==> src/rtl/pipe_reg_pkg.sv <==
// Shared types for the reusable pipeline-stage register: handshake state,
// counter saturation constant and the per-stage payload bundles.
package pipe_reg_pkg;

   typedef enum logic [1:0] {
      EMPTY = 2'd0,
      FULL  = 2'd1,
      SKID  = 2'd2
   } pipe_state_e;

   // Counters up to this width saturate at the low CNT_W bits of this constant.
   localparam int SAT_MAX_W = 64;
   localparam logic [SAT_MAX_W-1:0] SAT_ALL_ONES = '1;

   typedef struct packed {
      logic [31:0] pc;
      logic [31:0] instr;
      logic [63:0] tracker;
   } ifid_t;

   typedef struct packed {
      logic [15:0] ctrl;
      logic [31:0] rsData;
      logic [31:0] rtData;
      logic [47:0] tracker;
   } idex_t;

   typedef struct packed {
      logic [15:0] ctrl;
      logic [31:0] result;
      logic [31:0] storeData;
      logic [47:0] tracker;
   } exmem_t;

   typedef struct packed {
      logic [15:0] ctrl;
      logic [31:0] result;
      logic [31:0] loadData;
      logic [47:0] tracker;
   } memwb_t;

endpackage

==> src/rtl/sat_counter.sv <==
// Event counter that increments once per qualifying cycle and holds at its
// maximum value instead of wrapping.
module sat_counter
   import pipe_reg_pkg::*;
#(
   parameter int CNT_W = 16
) (
   input  logic             CLK,
   input  logic             nRST,
   input  logic             inc,
   output logic [CNT_W-1:0] count
);

   localparam logic [CNT_W-1:0] CNT_MAX = SAT_ALL_ONES[CNT_W-1:0];

   logic [CNT_W-1:0] count_q;

   always_ff @(posedge CLK or negedge nRST) begin
      if (!nRST) begin
         count_q <= '0;
      end else if (inc && (count_q != CNT_MAX)) begin
         count_q <= count_q + CNT_W'(1);
      end
   end

   assign count = count_q;

endmodule

==> src/rtl/pipe_skid_reg.sv <==
// Pipeline-stage register with optional 2-entry skid buffer, synchronous
// flush, sticky halt retirement and saturating stall/bubble counters.
module pipe_skid_reg
   import pipe_reg_pkg::*;
#(
   parameter int DATA_W  = 128,
   parameter int SKID_EN = 1,
   parameter int CNT_W   = 16
) (
   input  logic              CLK,
   input  logic              nRST,
   input  logic              in_valid,
   output logic              in_ready,
   input  logic [DATA_W-1:0] in_data,
   input  logic              in_halt,
   output logic              out_valid,
   input  logic              out_ready,
   output logic [DATA_W-1:0] out_data,
   output logic              out_halt,
   input  logic              flush,
   output logic              halt_done,
   output logic [1:0]        occupancy,
   output logic [CNT_W-1:0]  stall_cnt,
   output logic [CNT_W-1:0]  bubble_cnt
);

   pipe_state_e       state_q, state_d;
   logic [DATA_W-1:0] mainData_q, mainData_d;
   logic [DATA_W-1:0] skidData_q, skidData_d;
   logic              mainHalt_q, mainHalt_d;
   logic              skidHalt_q, skidHalt_d;
   logic              haltDone_q, haltDone_d;
   logic              inReady_q, inReady_d;
   logic              inReadyInt;
   logic              outValidInt;
   logic              inFire;
   logic              outFire;
   logic              haltRetire;

   // Once a halt has retired the stage goes permanently quiet until reset.
   assign outValidInt = (state_q != EMPTY) && !haltDone_q;

   generate
      if (SKID_EN != 0) begin : gSkid
         assign inReadyInt = inReady_q;
      end else begin : gNoSkid
         assign inReadyInt = (!outValidInt || out_ready) && !haltDone_q;
      end
   endgenerate

   assign inFire     = in_valid && inReadyInt;
   assign outFire    = outValidInt && out_ready;
   assign haltRetire = outFire && mainHalt_q;

   always_comb begin
      state_d    = state_q;
      mainData_d = mainData_q;
      mainHalt_d = mainHalt_q;
      skidData_d = skidData_q;
      skidHalt_d = skidHalt_q;
      haltDone_d = haltDone_q || haltRetire;
      case (state_q)
         EMPTY: begin
            if (inFire) begin
               state_d    = FULL;
               mainData_d = in_data;
               mainHalt_d = in_halt;
            end
         end
         FULL: begin
            if (inFire && outFire) begin
               mainData_d = in_data;
               mainHalt_d = in_halt;
            end else if (inFire && (SKID_EN != 0)) begin
               state_d    = SKID;
               skidData_d = in_data;
               skidHalt_d = in_halt;
            end else if (outFire) begin
               state_d = EMPTY;
            end
         end
         SKID: begin
            if (outFire) begin
               state_d    = FULL;
               mainData_d = skidData_q;
               mainHalt_d = skidHalt_q;
            end
         end
         default: state_d = EMPTY;
      endcase
      // Flush and halt retirement both discard everything still held or arriving.
      if (flush || haltRetire) begin
         state_d = EMPTY;
      end
      inReady_d = (state_d != SKID) && !haltDone_d;
   end

   always_ff @(posedge CLK or negedge nRST) begin
      if (!nRST) begin
         state_q    <= EMPTY;
         mainData_q <= '0;
         mainHalt_q <= 1'b0;
         skidData_q <= '0;
         skidHalt_q <= 1'b0;
         haltDone_q <= 1'b0;
         inReady_q  <= 1'b1;
      end else begin
         state_q    <= state_d;
         mainData_q <= mainData_d;
         mainHalt_q <= mainHalt_d;
         skidData_q <= skidData_d;
         skidHalt_q <= skidHalt_d;
         haltDone_q <= haltDone_d;
         inReady_q  <= inReady_d;
      end
   end

   assign in_ready  = inReadyInt;
   assign out_valid = outValidInt;
   assign out_data  = mainData_q;
   assign out_halt  = mainHalt_q;
   assign halt_done = haltDone_q;
   assign occupancy = state_q;

   sat_counter #(.CNT_W(CNT_W)) uStallCnt (
      .CLK   (CLK),
      .nRST  (nRST),
      .inc   (outValidInt && !out_ready),
      .count (stall_cnt)
   );

   sat_counter #(.CNT_W(CNT_W)) uBubbleCnt (
      .CLK   (CLK),
      .nRST  (nRST),
      .inc   (!outValidInt && !haltDone_q),
      .count (bubble_cnt)
   );

endmodule

==> config.mk <==
export PLATFORM = sky130hd
export DESIGN_NAME = pipe_skid_reg
export DESIGN_NICKNAME = d
export VERILOG_FILES = /design/src/rtl/pipe_reg_pkg.sv /design/src/rtl/sat_counter.sv /design/src/rtl/pipe_skid_reg.sv
export SDC_FILE = /design/constraint.sdc
export NUM_CORES = 1
export LEC_CHECK = 0
export CAP_MARGIN = 30
export CORE_MARGIN = 4
export CORE_UTILIZATION = 45
export CTS_BUF_LIST = sky130_fd_sc_hd__clkbuf_16
export DETAILED_ROUTE_END_ITERATION = 8
export GPL_TIMING_DRIVEN = 1
export PLACE_DENSITY = 0.74
export SYNTH_ARGS = -nofsm -noshare
export SYNTH_HDL_FRONTEND = slang
export SYNTH_SLANG_ARGS = --single-unit
==> constraint.sdc <==
create_clock -name CLK -period 2.6 [get_ports CLK]
set_input_delay 0.26 -clock CLK [delete_from_list [all_inputs] [get_ports CLK]]
set_output_delay 0.26 -clock CLK [all_outputs]
set_load 0.01 [all_outputs]
== Yosys cells after proc, flatten, opt, wreduce, memory -nomap -nowiden ==
Index checks and enable logic that the tools add are counted.
Word-level totals
  output and inout bits: 166
  input port bits: 134
  flip-flop bits (word level): 294
  word-level logic and storage cells: 56
Cells by class
  reductions and logical operators: 21
  equal/unequal tests: 8
  multiplexer cells: 15
  bitwise gates (word level): 1
  $add $sub $neg: 2
Operators with widths (number)
  $mux 128: 3
  $pmux 128 s3: 1
  $add 16x1->16 const B: 2
  $ne 16x16->1 const B: 2
  $mux 2: 6
  $logic_and 1x1->1: 10
  $ne 2x2->1 const B: 4
  $pmux 2 s3: 1
  $logic_not 1->1: 4
  $reduce_and 4->1: 1
  $mux 1: 3
  $pmux 1 s3: 1
  $reduce_and 3->1: 1
  $reduce_bool 3->1: 1
  $eq 2x1->1 const B: 1
  $eq 2x2->1 const B: 1
  $logic_not 2->1: 1
  $logic_or 1x1->1: 2
  $reduce_bool 2->1: 1
  $not 1->1: 1

== Depth between registers and ports, before layout ==
  depth after elaboration: 10
  depth in mapped cells: 7
  gate-level depth less buffers: 5

== Cells and area by module ==
Synthesis repeated with hierarchy kept, for this count alone.
Unflattened totals
  cell total of the unflattened synthesis: 868
  area, all modules: 13559.3 sq um
By module, submodules not included
  pipe_skid_reg: area an instance 11790.1 sq um, times used 1, cells each 714, seq. area each 6557.5 sq um
  sat_counter: area an instance 884.6 sq um, times used 2, cells each 77, seq. area each 400.4 sq um

== Worst setup path before layout ==
OpenSTA, ideal clock, no wires.
  path kind: register to register
  start point: register uStallCnt.count_q[0] (netlist: uStallCnt.count[0])
  end point: register uStallCnt.count_q[1] (netlist: uStallCnt.count[1])
  data arrival time: 1787 ps
  slack: 687 ps
  required time: 2475 ps
  setup time: 125 ps
  buffers on the path: 0
  cell stages (with the launch flop): 6
  clock period less this slack: 1913 ps
  cell sequence: dfrtp_1 ha_1 nand3_1 nor4_1 and2b_1 mux2_4
On the way
  longest elaborated chain between the ends: 2
  elaborated cells on any way between the ends: 3
  those cells by class: add/sub (1); eq/ne (1); reduce/logical (1)
RTL lines
  start: declaration: line sat_counter.sv:16  | logic [CNT_W-1:0] count_q;
  start signal: assignment: line sat_counter.sv:22  | count_q <= count_q + CNT_W'(1);
  branches (longest 2 deep; another with $add 16x1->16)
Parallel ways; which one is timed is not known.
A chain may end at the register's enable or synchronous reset.

== Worst setup path in the final report ==
  start point: register state_q[1] (netlist: occupancy[1])
  end point: output port out_valid
On the way
  longest elaborated chain between the ends: 2
RTL lines
  start: declaration: line pipe_skid_reg.sv:27  | pipe_state_e state_q, state_d;
  start signal: assignment: line pipe_skid_reg.sv:108  | state_q <= state_d;
  $reduce_bool 2->1: line pipe_skid_reg.sv:41  | assign outValidInt = (state_q != EMPTY) && !haltDone_q;
  $logic_and 1x1->1: line pipe_skid_reg.sv:41
  end: declaration: line pipe_skid_reg.sv:16  | output logic out_valid,
Every way passes these cells.

==> results.md <==
- Hpwl dp: 19830 µm
- Worst Path Required: 2340 ps
- Number of buffers created by CTS: 31
- Fillers: 2200
- Vias per inst: 5.213
- Crit share post-route: 90.86%
- Most common cell after layout, fill and taps aside: mux2_2
- GP Congestion: 0.8429
- Setup TNS: 0 ps
- Status: finished, final reports clean
- CP Class: reg2out
- H-tree levels: 1
- Comb pwr share: 33.3%
- Largest net degree at the start of global routing: 108
- Nets: 1299
- FF+latch area: 7358 µm²
- Final Util: 62.04%
- DRT Wirelength: 29510 µm
- Fmax: 423.3 MHz
- Pint: 13.33 mW
- First-pass GRT wire length: 46310 µm
- Reg power frac: 42.6%
- # rows: 61
- Crit Path Max Fanout: 10
- Root Driver: clkbuf_16
- Leak: 7.164 nW
- DRT iter0 DRCs: 381
- Area grow syn2layout: 34.29%
- Sink Count: 294
- # IOs: 300
- Die area: 31620 µm²
- Core area: 28090 µm²
- Seq/Total Area, Yosys: 56.71%
- Ys Warns: 0
- Crit path launch type: flip-flop
- Overflow after GRT: 0
- Worst ir drop on vdd: 0.6539 mV
- Fin crit period: 2362 ps
- CP cell instances: nor2_4 -> nor2_1 -> clkdlybuf4s50_1
- Antenna-violating nets left: 0
- CTS tree: built
- Hold WC Path Type: in2async
- Arr. time, crit path: 2100 ps
- Slowest stage cell, crit path: dfrtp_1
- Worst path max stage delay: 600 ps
- Setup violations, final: 0
- Placed cell areas: 16380 µm²
- DIE WIDTH: 177.8 µm
- Initial antenna violation count: 1
- Mean Syn Cell Area: 15.09 µm²
- Die Y: 177.8 µm
- Clock network power share: 24.1%
- Drt wl/cell: 18.84 µm
- Clock buffer depth: 3
- Final Cell Area: 17430 µm²
- First-pass detailed-route iteration total: 4
- Setup crit end kind: primary output
- Synth Instances: 860
- Least-Margin Pin Slew: 641.2 ps
- DRC: 0
- Vias in the first global route: 8483
- MaxCap Viol Count: 0
- Post-Synthesis Cell Area: 12980 µm²
- Flops & latches, synth: 294
- Vias: 8164
- Switching pwr: 5.155 mW
- Sw frac: 27.88%
- RSZ-0062 raised after global routing: no
- Clk_skew: 8.724 ps
- Syn nets: 996
- Share of cells above drive strength 1: 39.43%
- Relative slew margins: 57.25%
- Slew Limit Fails: 0
- I/O Buffers: 299
- Worst-Skew Late Latency: 540 ps
- PD cells: 1061 nW/µm²
- Fin. Hold Viols: 0
- Pwr Total: 18.49 mW
- Worst-path clk slew: 60 ps
- All-Layer GR Usage: 18.16%
- Distinct cells, synth: 46
- Commonest non-fill, non-tap cells in the layout: mux2_2, clkdlybuf4s50_1, dfrtp_1, clkbuf_16, xnor2_1
- Multi-input logic area: 5308 µm²
- Initial core utilization: 46.20%
## power groups by stage
| stage | sequential [mW] | clock, mW | combinational [mW] |
|---|---|---|---|
| 5_1_grt | 8.14 | 4.77 | 6.61 |
| 2_1_floorplan | 8.18 | 0 | 2.61 |
| 4_1_cts | 7.88 | 4.59 | 6.27 |
| 3_5_place_dp | 7.92 | 0 | 6.23 |
| 6_report | 7.88 | 4.45 | 6.16 |
| 3_3_place_gp | 7.85 | 0 | 6.09 |
## final cells by class
cell class,instances,share of cell area (%)
antenna,1,0.01436
clock buffer,31,4.452
clock inverter,26,1.494
inverter,2,0.04308
multi-input combinational,518,30.46
sequential,294,42.23
tap,378,2.714
timing repair buffer,316,18.60
## critical path: cells and delay by family, from the launching register on
kind / cells / cell delay, ps
buffers and inverters: 1 / 600
DFF: 1 / 600
and+or+nand+nor: 2 / 360
## metrics by stage
step	setup slack, ps	std cells	hold slack [ps]
3_3_place_gp	375.7	1507	240.8
2_1_floorplan	687.5	860	-35.59
3_5_place_dp	365.0	1507	246.1
4_1_cts	201.6	1565	254.2
5_1_grt	141.9	1566	284.7
6_report	237.5	1566	258.3
## flip-flops by register name, indices dropped and copies added, names as in the netlist
register,flops
halt_done,1
in_ready,1
occupancy,2
out_data,128
out_halt,1
skidData_q,128
skidHalt_q,1
uBubbleCnt.count,16
uStallCnt.count,16
## path summary, 6_finish.rpt
path                                             from                    endpoint  slack [ps]  cells after the start
setup reg to reg               occupancy[1]$_DFF_PN0_   out_data[126]$_DFFE_PN0P_         460                      4
setup / recovery               occupancy[1]$_DFF_PN0_                   out_valid         240                      3
hold / removal                                   nRST  skidData_q[83]$_DFFE_PN0P_         260                      2
hold reg to reg            skidData_q[54]$_DFFE_PN0P_  skidData_q[54]$_DFFE_PN0P_         500                      1
min in group CLK                                flush      occupancy[0]$_DFF_PN0_         310                      2
max in group asynchronous                        nRST    out_data[12]$_DFFE_PN0P_        1610                      3
## what timing repair did
| item | in CTS | in global routing |
|---|---|---|
| setup buffers | 0 | 0 |
| endpoints found under the setup margin | 0 | 0 |
| gates resized for setup | 0 | 0 |
| hold buffers | 1 | 0 |
| hold endpoints to repair | 54 | 0 |
## metal layers
layer | vias up | routed length, µm | global-route usage [%]
met1 | 4128 | 12770 | 24.42
met4 | 0 | 693 | 4.737
met3 | 48 | 2420 | 5.795
li1 | 3738 | - | -
met5 | - | 0 | 0
met2 | 250 | 13630 | 28.68
## synthesized netlist by cell type (all sizes together)
cell | number | share of area [%]
mux2 | 391 | 34
dfrtp | 293 | 57
buf | 44 | 2.5
xnor2 | 14 | 0.94
nand3 | 13 | 0.50
nand4 | 13 | 0.63
xor2 | 11 | 0.74
nand2 | 10 | 0.29
nor2 | 7 | 0.26
and3 | 6 | 0.29
nor3 | 6 | 0.27
nor4 | 6 | 0.34
and2 | 4 | 0.19
o2111ai | 4 | 0.27
a21oi | 3 | 0.12
a31oi | 3 | 0.14
nor3b | 3 | 0.17
a211oi | 2 | 0.12
and4 | 2 | 0.14
clkbuf | 2 | 0.067
ha | 2 | 0.19
inv | 2 | 0.058
nand4b | 2 | 0.14
nor2b | 2 | 0.096
o21ai | 2 | 0.077
a221o | 1 | 0.077
a31o | 1 | 0.068
a41o | 1 | 0.077
and2b | 1 | 0.058
dfstp | 1 | 0.20
nand2b | 1 | 0.11
o211ai | 1 | 0.058
o31a | 1 | 0.068
o31ai | 1 | 0.058
or2 | 1 | 0.048
or3 | 1 | 0.058
or3b | 1 | 0.068
or4 | 1 | 0.058
## cell families (layout without fill, tap and decap cells)
logic type,after synthesis,after routing,synth area share [%]
xor gates and xnor gates,25,25,1.687
AOI/OAI and AO/OA,20,20,1.128
and+or+nand+nor,80,80,3.703
other,0,1,0
muxes,391,391,33.96
adders and majority gates,2,2,0.1928
buffers and inverters,48,375,2.623
DFF,294,294,56.71
(Power assumes the default switching activity.)
